**src/rtl/key_pulse_debouncer_if.sv**
```systemverilog
// -----------------------------------------------------------------------------
// key_pulse_debouncer_if
//   Groups the key-side signals of the push-button debouncer.
//
//   KeyN  : raw push-button, active-low (0 = pressed), asynchronous
//   Pulse : single-cycle, active-high count strobe
//   Level : debounced key state, 1 = pressed
//
//   master : the side that owns the button and consumes the strobe/level
//   slave  : the debouncer itself
// -----------------------------------------------------------------------------
interface key_pulse_debouncer_if;
   logic KeyN;
   logic Pulse;
   logic Level;

   modport master (output KeyN, input Pulse, input Level);
   modport slave  (input KeyN, output Pulse, output Level);
endinterface

```
**src/rtl/key_pulse_debouncer.sv**
```systemverilog
// -----------------------------------------------------------------------------
// key_pulse_debouncer
//   Conditions a raw, bouncy, active-low push-button so that the downstream
//   BCD counter advances exactly once per physical press, and provides a
//   debounced level for the green LED.
//
//   Ports:
//     CLOCK_50 : board clock, all state updates on its rising edge
//     Reset    : synchronous, active-high reset
//     bus      : key_pulse_debouncer_if.slave (KeyN in, Pulse/Level out)
//
//   Parameters:
//     STABLE_CYCLES : clocks the synchronised key must hold a new level
//                     before it is accepted (>= 2)
//     REPEAT_DELAY  : clocks in PRESSED before the first auto-repeat pulse
//     REPEAT_PERIOD : clocks between later auto-repeat pulses (>= 2)
//
//   Optional feature, macro KEY_AUTOREPEAT_EN:
//     When defined, holding the key emits extra pulses, the first one
//     REPEAT_DELAY clocks after entering PRESSED and then one every
//     REPEAT_PERIOD clocks. The REPEAT_* parameters exist only in that build.
//     When undefined, exactly one pulse is produced per accepted press.
// -----------------------------------------------------------------------------
module key_pulse_debouncer #(
   parameter int STABLE_CYCLES = 1000000
`ifdef KEY_AUTOREPEAT_EN
   ,
   parameter int REPEAT_DELAY  = 25000000,
   parameter int REPEAT_PERIOD = 5000000
`endif
) (
   input logic                  CLOCK_50,
   input logic                  Reset,
   key_pulse_debouncer_if.slave bus
);

   localparam int CW = $clog2(STABLE_CYCLES);
   localparam logic [CW-1:0] CNT_MAX = CW'(STABLE_CYCLES - 1);

`ifdef KEY_AUTOREPEAT_EN
   localparam int REPEAT_MAX = (REPEAT_DELAY > REPEAT_PERIOD) ? REPEAT_DELAY : REPEAT_PERIOD;
   localparam int RW = $clog2(REPEAT_MAX);
   localparam logic [RW-1:0] DELAY_MAX  = RW'(REPEAT_DELAY - 1);
   localparam logic [RW-1:0] PERIOD_MAX = RW'(REPEAT_PERIOD - 1);
`endif

   typedef enum logic [1:0] {
      IDLE,
      PRESS_WAIT,
      PRESSED,
      RELEASE_WAIT
   } state_t;

   state_t          state;
   logic [CW-1:0]   cnt;
   logic            pulse_q;
   logic            level_q;
   logic            sync_1;
   logic            sync_2;
   logic            pressed;

`ifdef KEY_AUTOREPEAT_EN
   logic [RW-1:0]   rep_cnt;
   logic            rep_phase;   // 0: waiting REPEAT_DELAY, 1: repeating every REPEAT_PERIOD
`endif

   // Two-flop synchroniser; reset value 1 means "released".
   // NOTE: sequential state always uses non-blocking assignments so every flop
   // samples the pre-edge value of its neighbours, which is what makes this a
   // two-stage shift and not a single wire.
   always_ff @(posedge CLOCK_50) begin
      if (Reset) begin
         sync_1 <= 1'b1;
         sync_2 <= 1'b1;
      end else begin
         sync_1 <= bus.KeyN;
         sync_2 <= sync_1;
      end
   end

   assign pressed = ~sync_2;

   always_ff @(posedge CLOCK_50) begin
      if (Reset) begin
         state   <= IDLE;
         cnt     <= '0;
         pulse_q <= 1'b0;
         level_q <= 1'b0;
`ifdef KEY_AUTOREPEAT_EN
         rep_cnt   <= '0;
         rep_phase <= 1'b0;
`endif
      end else begin
         // NOTE: the strobe defaults low every cycle and is raised only on the
         // cycles that earn it, so it can never stick high.
         pulse_q <= 1'b0;

         case (state)
            IDLE: begin
               if (pressed) begin
                  state <= PRESS_WAIT;
                  cnt   <= '0;
               end
            end

            PRESS_WAIT: begin
               if (!pressed) begin
                  state <= IDLE;          // bounce: discard, no pulse
                  cnt   <= '0;
               end else if (cnt == CNT_MAX) begin
                  state   <= PRESSED;
                  cnt     <= '0;
                  pulse_q <= 1'b1;
                  level_q <= 1'b1;
               end else begin
                  cnt <= cnt + 1'b1;
               end
            end

            PRESSED: begin
               if (!pressed) begin
                  state <= RELEASE_WAIT;
                  cnt   <= '0;
`ifdef KEY_AUTOREPEAT_EN
                  // Leaving PRESSED always rewinds to the delay phase, so a
                  // glitch back into PRESSED restarts REPEAT_DELAY.
                  rep_cnt   <= '0;
                  rep_phase <= 1'b0;
               end else if (rep_cnt == (rep_phase ? PERIOD_MAX : DELAY_MAX)) begin
                  pulse_q   <= 1'b1;
                  rep_cnt   <= '0;
                  rep_phase <= 1'b1;
               end else begin
                  rep_cnt <= rep_cnt + 1'b1;
`endif
               end
            end

            RELEASE_WAIT: begin
               if (pressed) begin
                  state <= PRESSED;       // release glitch: no new pulse
                  cnt   <= '0;
               end else if (cnt == CNT_MAX) begin
                  state   <= IDLE;
                  cnt     <= '0;
                  level_q <= 1'b0;
               end else begin
                  cnt <= cnt + 1'b1;
               end
            end

            default: begin
               state <= IDLE;
               cnt   <= '0;
            end
         endcase
      end
   end

   assign bus.Pulse = pulse_q;
   assign bus.Level = level_q;

endmodule

```
**src/flat_wrapper.sv**
```systemverilog
// flat-port wrapper written by rule: the top's interface ports become plain ports
module key_pulse_debouncer_flat 
#(
   parameter int STABLE_CYCLES = 1000000

)
  (CLOCK_50, Reset, bus_KeyN, bus_Pulse, bus_Level);
  key_pulse_debouncer_if bus_i ();
  input logic CLOCK_50;
  input logic Reset;
  input wire logic [$bits(bus_i.KeyN)-1:0] bus_KeyN;
  output wire logic [$bits(bus_i.Pulse)-1:0] bus_Pulse;
  output wire logic [$bits(bus_i.Level)-1:0] bus_Level;
  assign bus_i.KeyN = bus_KeyN;
  assign bus_Pulse = bus_i.Pulse;
  assign bus_Level = bus_i.Level;
  key_pulse_debouncer #(.STABLE_CYCLES(STABLE_CYCLES)) u_core (.CLOCK_50(CLOCK_50), .Reset(Reset), .bus(bus_i));
endmodule
```
**config.mk**
```make
export PLATFORM = sky130hd
export DESIGN_NAME = key_pulse_debouncer_flat
export DESIGN_NICKNAME = d
export VERILOG_FILES = /design/src/rtl/key_pulse_debouncer_if.sv /design/src/rtl/key_pulse_debouncer.sv /design/src/flat_wrapper.sv
export SDC_FILE = /design/constraint.sdc
export NUM_CORES = 1
export LEC_CHECK = 0
export ABC_CLOCK_PERIOD_IN_PS = 5350
export BUFFER_PORTS_ARGS = -buffer_cell sky130_fd_sc_hd__clkbuf_2
export CORE_UTILIZATION = 60
export CTS_BUF_LIST = sky130_fd_sc_hd__clkbuf_4
export CTS_CLUSTER_DIAMETER = 100
export DETAILED_ROUTE_END_ITERATION = 7
export PLACE_DENSITY = 0.78
export SYNTH_ARGS = -nofsm -noshare
export SYNTH_HDL_FRONTEND = slang
export SYNTH_SLANG_ARGS = --single-unit
```
**constraint.sdc**
```tcl
create_clock -name CLOCK_50 -period 5.35 [get_ports CLOCK_50]
set_input_delay 1.07 -clock CLOCK_50 [delete_from_list [all_inputs] [get_ports CLOCK_50]]
set_output_delay 1.07 -clock CLOCK_50 [all_outputs]
set_load 0.02 [all_outputs]
```
==> results of run 1 <==
routing by layer:
metal	vias up	track usage [%]
li1	569	-
met1	540	28.2
met2	21	42.0
met3	5	3.77
met4	0	11.8
met5	-	0
final cells by class:
class / instances / area, um2
Tap cell: 27 / 33.8
Fill cell: 157 / 639
Clock inverter: 1 / 3.75
Inverter: 5 / 18.8
Sequential cell: 26 / 520
Timing Repair Buffer: 5 / 27.5
Multi-Input combinational cell: 115 / 716
Clock buffer: 3 / 22.5
metrics by stage:
stage          worst slack [ns]  std cells  hold WS (ns)  area, um2  util, %
5_1_grt                    2.84        182         0.454       1340     67.7
3_3_place_gp               3.14        178         0.402       1320     66.4
2_1_floorplan              3.16        152         0.389       1290        -
3_5_place_dp               3.02        178         0.406       1320     66.4
4_1_cts                    3.05        182         0.447       1340     67.7
6_report                   3.03        182         0.446       1340     67.7
logic make-up after synthesis:
kind of cell    after synthesis
buf+inv                      11
xor+xnor                      3
simple gates                 68
fa+ha+maj                     1
flops                        26
compound gates               40
mux                           3
cells in the final DEF (no fill, tap or decap), drive strengths merged, types with 4 or more instances in the layout:
cell and n:
nand3 9, clkbuf 7, o21ai 7, nand2 16, inv 5, nor4 4, a21oi 12, nor2 12
nand4 5, nor3 4, dfxtp 26, a31oi 12
power by group through the flow:
| stage | Combinational (mW) | Clock [mW] | Sequential, mW |
|---|---|---|---|
| finish | 0.0122 | 0.0867 | 0.197 |
| floorplan | 0.00839 | 0 | 0.201 |
| CTS | 0.0123 | 0.0880 | 0.197 |
| global placement | 0.0118 | 0 | 0.201 |
| global route | 0.0135 | 0.0955 | 0.197 |
| detailed placement | 0.0123 | 0 | 0.201 |
state kept, by name, indices dropped and copies added (netlist names), named ones only:
register / count
u_core.sync_1: 1
u_core.sync_2: 1
u_core.bus.Pulse: 1
u_core.bus.Level: 1
u_core.cnt: 20
u_core.state: 1
final timing paths:
check	cells past startpoint	to	slack, ns	start
min reg2reg	1	u_core.sync_2	0.45	u_core.sync_1
max	6	u_core.cnt[14]	3.03	u_core.cnt[0]
min	1	u_core.sync_2	0.45	u_core.sync_1
max reg2reg	6	u_core.cnt[14]	3.03	u_core.cnt[0]
worst max-delay path, cell delays in order, from the launching register on:
cell                      delay [ns]
sky130_fd_sc_hd__dfxtp_1        0.42
sky130_fd_sc_hd__ha_1           0.23
sky130_fd_sc_hd__nand4_1        0.26
sky130_fd_sc_hd__nor3_1         0.74
sky130_fd_sc_hd__nand4_1        0.21
sky130_fd_sc_hd__a21o_1         0.21
sky130_fd_sc_hd__a22o_1         0.17
==> results.yml, run 1 <==
clock_tree:
  cts_num_sinks: 26
  number_of_hold_buffers_added_after_cts: 0
  max-clock-path-buffers: 2
  ctsRootBufferMaster: "sky130_fd_sc_hd__clkbuf_4"
  inserted_clock_buffers: 3
  path_clk_slew_ns: 0.14
  ctsHtreeMaxLevel: 1
  ctsResizeCount: 0
  cts_post_setup_buffers_inserted: 0
  cts_tree: "built"
  clock_insertion_delay_worst_skew_ns: 0.33
routing:
  avgRoutedWirePerCell_um: 14.0
  met2RoutedLength_um: 1230
  ant_nets: 0
  detail_route.drc_violations: 0
  drt_wl_total_um: 2550
  drtIter0Drc: 29
  highest_layer: "met4"
  vias: 1135
  met3WireLength_um: 69
  met1_layer_wirelength_in_the_final_routing_um: 1200
  drt_pass1_iterations: 4
  routed_via_density: 6.24
sta:
  timing.max_slew.rel_slack_pct: 20.1
  fmax_mhz: 431
  setup_repair_after_global_routing_missed_its_margin: "no"
  final_period_minus_worst_setup_slack_ns: 2.32
  drv_slew: 0
  clock_skew_ns: 0.00682
  setup_violations: 0
  final.period_utilization_pct: 43.3
  timing_worst_slew_pin_value_ns: 1.19
  timing.final.hold_violations: 0
  tns_ns: 0
yosys:
  yosys.area_share.xor_xnor_pct: 2.04
  compound_gate_fraction_of_synth_area_pct: 19.5
  synth-async-reset-ratio_pct: 0
  share_of_synthesized_area_spent_on_multiplexers_pct: 2.33
  yosys.area_share.adder_pct: 0.972
  ys_top_cells_by_area: "sky130_fd_sc_hd__dfxtp_1 (40%), sky130_fd_sc_hd__a31oi_1 (5.8%), sky130_fd_sc_hd__a21oi_1 (4.7%)"
  synthCells: 152
  synth_top_family_by_area: "simple AND/OR/NAND/NOR gates"
  synth_enable_flop_cells: 0
  synth_sequential_area_ratio_pct: 40.4
  yosysTopAreaCellShare_pct: 40.4
  yosysWarnings: 0
  ys_ff_latch: 26
  yosysUniqueCellTypes: 36
  synth.net_count: 156
  synth_top_area_cell: "sky130_fd_sc_hd__dfxtp_1"
  netlist_area_mm2: 0.00129
  synth.avg_cell_area_um2: 8.47
  synth-simple-area-share_pct: 30.7
  synth_most_common_cell: "sky130_fd_sc_hd__dfxtp_1"
  synth_flop_cell: "sky130_fd_sc_hd__dfxtp_1"
  synth_commonest_cells: "sky130_fd_sc_hd__dfxtp_1 (26), sky130_fd_sc_hd__nand2_1 (16), sky130_fd_sc_hd__a21oi_1 (12), sky130_fd_sc_hd__a31oi_1 (12), sky130_fd_sc_hd__nor2_1 (12)"
pwr:
  p_clk_share_pct: 29.3
  p_sw_share_pct: 23.3
  total_power_uw: 295
  powerDensity_mw_per_mm2: 220
  sequentialPowerShare_pct: 66.5
  power.switching_uw: 68.8
  power.ir.vdd_worst_mv: 0.190
  p_leak_nw: 0.473
  p_int_uw: 227
  power.share.combinational_pct: 4.1
placement:
  dp_hpwl_um: 1810
  finalWeightedCongestion: 0.819
  port_buffers: 4
layout:
  post_route_cells_drive_above_1_share_pct: 9.03
  finalNetCount: 160
  antenna_cells_inserted: 0
  synthToLayoutAreaGrowth_pct: 4.28
grt:
  grt_pass1_vias: 1069
  total_routing_usage_gr_pct: 23.9
  number_of_antenna_violations_at_the_first_check_in_global_routing: 0
  globalRoute.totalOverflow: 0
  pin_count_of_the_biggest_net_entering_global_routing: 29
  grt_pass1_wl_um: 4360
floorplanning:
  fp-row-count: 16
  core-area_mm2: 0.00198
  die_width_um: 48.3
  floorplan.die_area_mm2: 0.00233
  initial_standard_cell_utilization_of_the_core_pct: 65.0
  ios: 5
  die_h_um: 48.3
worst_hold_path:
  holdCritPathClass: "flip-flop to flip-flop"
worst_setup_path:
  cp-end-kind: "flip-flop"
  worst-endpoint-required_ns: 5.59
  worstSetupStartpointType: "flip-flop"
  worst-path-max-fanout: 7
  timing_worst_setup_path_type: "flip-flop to flip-flop"
  critPathArrivalTime_ns: 2.55
job:
  max_cap_viol_count: 0
outcome:
  run_status: "complete, no violations"
Note: power is estimated with default switching activity, not from simulation.
==> run 2, diff against run 1 <==
Settings changed: ABC_AREA from default to 1, ABC_CLOCK_PERIOD_IN_PS 5350 to 1900, CORE_ASPECT_RATIO from default to 0.6, CORE_UTILIZATION 60 to 57, PLACE_DENSITY 0.78 to 0.77.
Clock period 5.35 ns to 1.9 ns, I/O delays scaled along.
==> results.yml, run 2 <==
floorplanning:
  floorplan.die_area_mm2: 0.00277
  initial_standard_cell_utilization_of_the_core_pct: 63.6
  ios: 5
  fp-row-count: 13
  die_width_um: 67.3
  core-area_mm2: 0.00229
  die_h_um: 41.2
worst_hold_path:
  holdCritPathClass: "input pin to flip-flop"
  worstHoldStart: "bus_KeyN"
  hold_end: "u_core.sync_1"
  min_delay_path_depth: 2
routing:
  drt_wl_total_um: 3110
  drtIter0Drc: 126
  drt_pass1_iterations: 5
  vias: 1377
  ant_nets: 0
  detail_route.drc_violations: 0
  routed_via_density: 5.40
  avgRoutedWirePerCell_um: 12.2
sta:
  setup_repair_after_global_routing_missed_its_margin: "no"
  final_period_minus_worst_setup_slack_ns: 1.65
  timing_worst_slew_pin_value_ns: 0.451
  timing.max_slew.rel_slack_pct: 69.9
  setup_violations: 0
  tns_ns: 0
  final.hold.worst_slack_ns: 0.211
  clock_skew_ns: 0.0147
  final.period_utilization_pct: 86.7
  timing.final.hold_violations: 0
  postLayoutSetupSlackWorst_ns: 0.252
  fmax_mhz: 607
  drv_slew: 0
worst_setup_path:
  worst-path-max-fanout: 15
  r2r_cell_count: 8
  timing.rr.end: "u_core.cnt[19]"
  worstSetupStartpointType: "flip-flop"
  critPathMostFrequentCell: "sky130_fd_sc_hd__nor2_4"
  slowest_stage: "sky130_fd_sc_hd__dfxtp_1"
  critPathArrivalTime_ns: 1.90
  source_of_the_worst_register_to_register_timing_path: "u_core.cnt[1]"
  timing_worst_setup_path_type: "flip-flop to flip-flop"
  cp-end-kind: "flip-flop"
  worst-endpoint-required_ns: 2.15
  worstPathCellList: "ha_1 -> nand3_2 -> nor2_4 -> nand3_2 -> nor2_4 -> nor2_4 -> o21ai_4 -> nor2_1"
  r2r_slack_ns: 0.25
  timing.critical_path.slowest_cell_delay_ns: 0.40
yosys:
  synth-simple-area-share_pct: 40.5
  synth_top_family_by_area: "simple AND/OR/NAND/NOR gates"
  compound_gate_fraction_of_synth_area_pct: 9.26
  yosysTopAreaCellShare_pct: 35.7
  synth_flop_cell: "sky130_fd_sc_hd__dfxtp_1"
  yosys.area_share.adder_pct: 0.858
  synth_sequential_area_ratio_pct: 35.7
  synth.avg_cell_area_um2: 6.60
  synth_commonest_cells: "sky130_fd_sc_hd__nand2_1 (63), sky130_fd_sc_hd__inv_1 (29), sky130_fd_sc_hd__nor2_1 (28), sky130_fd_sc_hd__dfxtp_1 (26)"
  share_of_synthesized_area_spent_on_multiplexers_pct: 0
  synth_most_common_cell: "sky130_fd_sc_hd__nand2_1"
  synth_top_area_cell: "sky130_fd_sc_hd__dfxtp_1"
  netlist_area_mm2: 0.00146
  synth-async-reset-ratio_pct: 0
  synthCells: 221
  yosys.area_share.xor_xnor_pct: 4.20
  ys_top_cells_by_area: "sky130_fd_sc_hd__dfxtp_1 (36%), sky130_fd_sc_hd__nand2_1 (16%), sky130_fd_sc_hd__inv_1 (7.5%)"
  yosysWarnings: 0
  ys_ff_latch: 26
  yosysUniqueCellTypes: 26
  synth.net_count: 225
  synth_enable_flop_cells: 0
placement:
  placement.setup.worst_slack_ns: 0.263
  finalWeightedCongestion: 0.827
  detailed_place.area_mm2: 0.00149
  placedCellCount: 251
  dp_hpwl_um: 2230
  port_buffers: 4
pwr:
  total_power_uw: 971
  power.ir.vdd_worst_mv: 0.439
  p_leak_nw: 0.589
  powerDensity_mw_per_mm2: 629
clock_tree:
  ctsHtreeMaxLevel: 1
  number_of_hold_buffers_added_after_cts: 0
  max-clock-path-buffers: 2
  path_clk_slew_ns: 0.15
  ctsRootBufferMaster: "sky130_fd_sc_hd__clkbuf_4"
  cts_tree: "built"
  clock_insertion_delay_worst_skew_ns: 0.34
  inserted_clock_buffers: 3
  cts_num_sinks: 26
  ctsResizeCount: 0
  cts_post_setup_buffers_inserted: 0
layout:
  finalNetCount: 230
  synthToLayoutAreaGrowth_pct: 5.75
  post_layout_nonfiller_instances: 255
  finalCoreUtilization_pct: 67.3
  largest_register_ff_count: 20
  fillerInstances: 197
  antenna_cells_inserted: 0
  post_route_cells_drive_above_1_share_pct: 11.1
  layout.cells.most_common_list: "sky130_fd_sc_hd__nand2_1 (63), sky130_fd_sc_hd__inv_1 (29), sky130_fd_sc_hd__nor2_1 (28), sky130_fd_sc_hd__dfxtp_1 (26)"
  post-route-cell-area_mm2: 0.00154
  regMostFlops: "u_core.cnt"
  layout.cells.most_common: "sky130_fd_sc_hd__nand2_1"
job:
  max_cap_viol_count: 0
outcome:
  run_status: "complete, no violations"
grt:
  grt_pass1_wl_um: 5130
  grt_pass1_vias: 1055
  number_of_antenna_violations_at_the_first_check_in_global_routing: 0
  pin_count_of_the_biggest_net_entering_global_routing: 17
  globalRoute.totalOverflow: 0
  total_routing_usage_gr_pct: 26.2
## run 2: cell count changes after synthesis, moves of 4 or more
cell	change
sky130_fd_sc_hd__inv_1	+24
sky130_fd_sc_hd__nor2_1	+16
sky130_fd_sc_hd__a31oi_1	-12
sky130_fd_sc_hd__nor2_4	+4
sky130_fd_sc_hd__nand2_1	+47
sky130_fd_sc_hd__xor2_1	+6
## run 2: report_power, final
group	leakage, nW	internal [mW]	total, mW	switching [mW]
sequential	0.210	0.548	0.550	0.00212
clock	0.0279	0.214	0.388	0.174
combinational	0.351	0.00751	0.0322	0.0247
total	0.589	0.769	0.971	0.201
## run 2: kinds of logic after synthesis
logic type | after synthesis
flops | 26
simple gates | 129
compound gates | 24
fa+ha+maj | 1
buf+inv | 34
xor+xnor | 7
## run 2: per-layer routing
metal	up-vias	wire, um	global-route usage, %	part of all wire, %
li1	703	-	-	-
met1	624	1580	39.7	51
met2	48	1290	35.5	41
met3	2	225	6.67	7.2
met4	0	13	6.38	0.42
met5	-	0	0	0
## run 2: worst max-delay path: cells and delay by family, from the launching register on
| kind | cells | cell delay [ns] |
|---|---|---|
| fa+ha+maj | 1 | 0.22 |
| simple gates | 6 | 0.77 |
| compound gates | 1 | 0.19 |
| flops | 1 | 0.40 |
## run 2: how the worst max path moves through the flow
stage | startpoint | cells past startpoint | end
after floorplan | u_core.cnt[0] | 9 | u_core.cnt[18]
after global placement | u_core.cnt[0] | 8 | u_core.cnt[13]
after detailed placement | u_core.cnt[0] | 8 | u_core.cnt[13]
after CTS | u_core.cnt[1] | 8 | u_core.cnt[19]
after global routing | u_core.cnt[1] | 8 | u_core.cnt[13]
final | u_core.cnt[1] | 8 | u_core.cnt[19]
## run 2: layout make-up
type	instances	area [um2]	area share (%)
sequential	26	520	33.7
multi-input combinational	161	800	51.8
tap	30	37.5	2.43
clock inverter	1	30.0	1.95
clock buffer	3	22.5	1.46
timing repair buffer	4	20.0	1.30
inverter	30	113	7.30
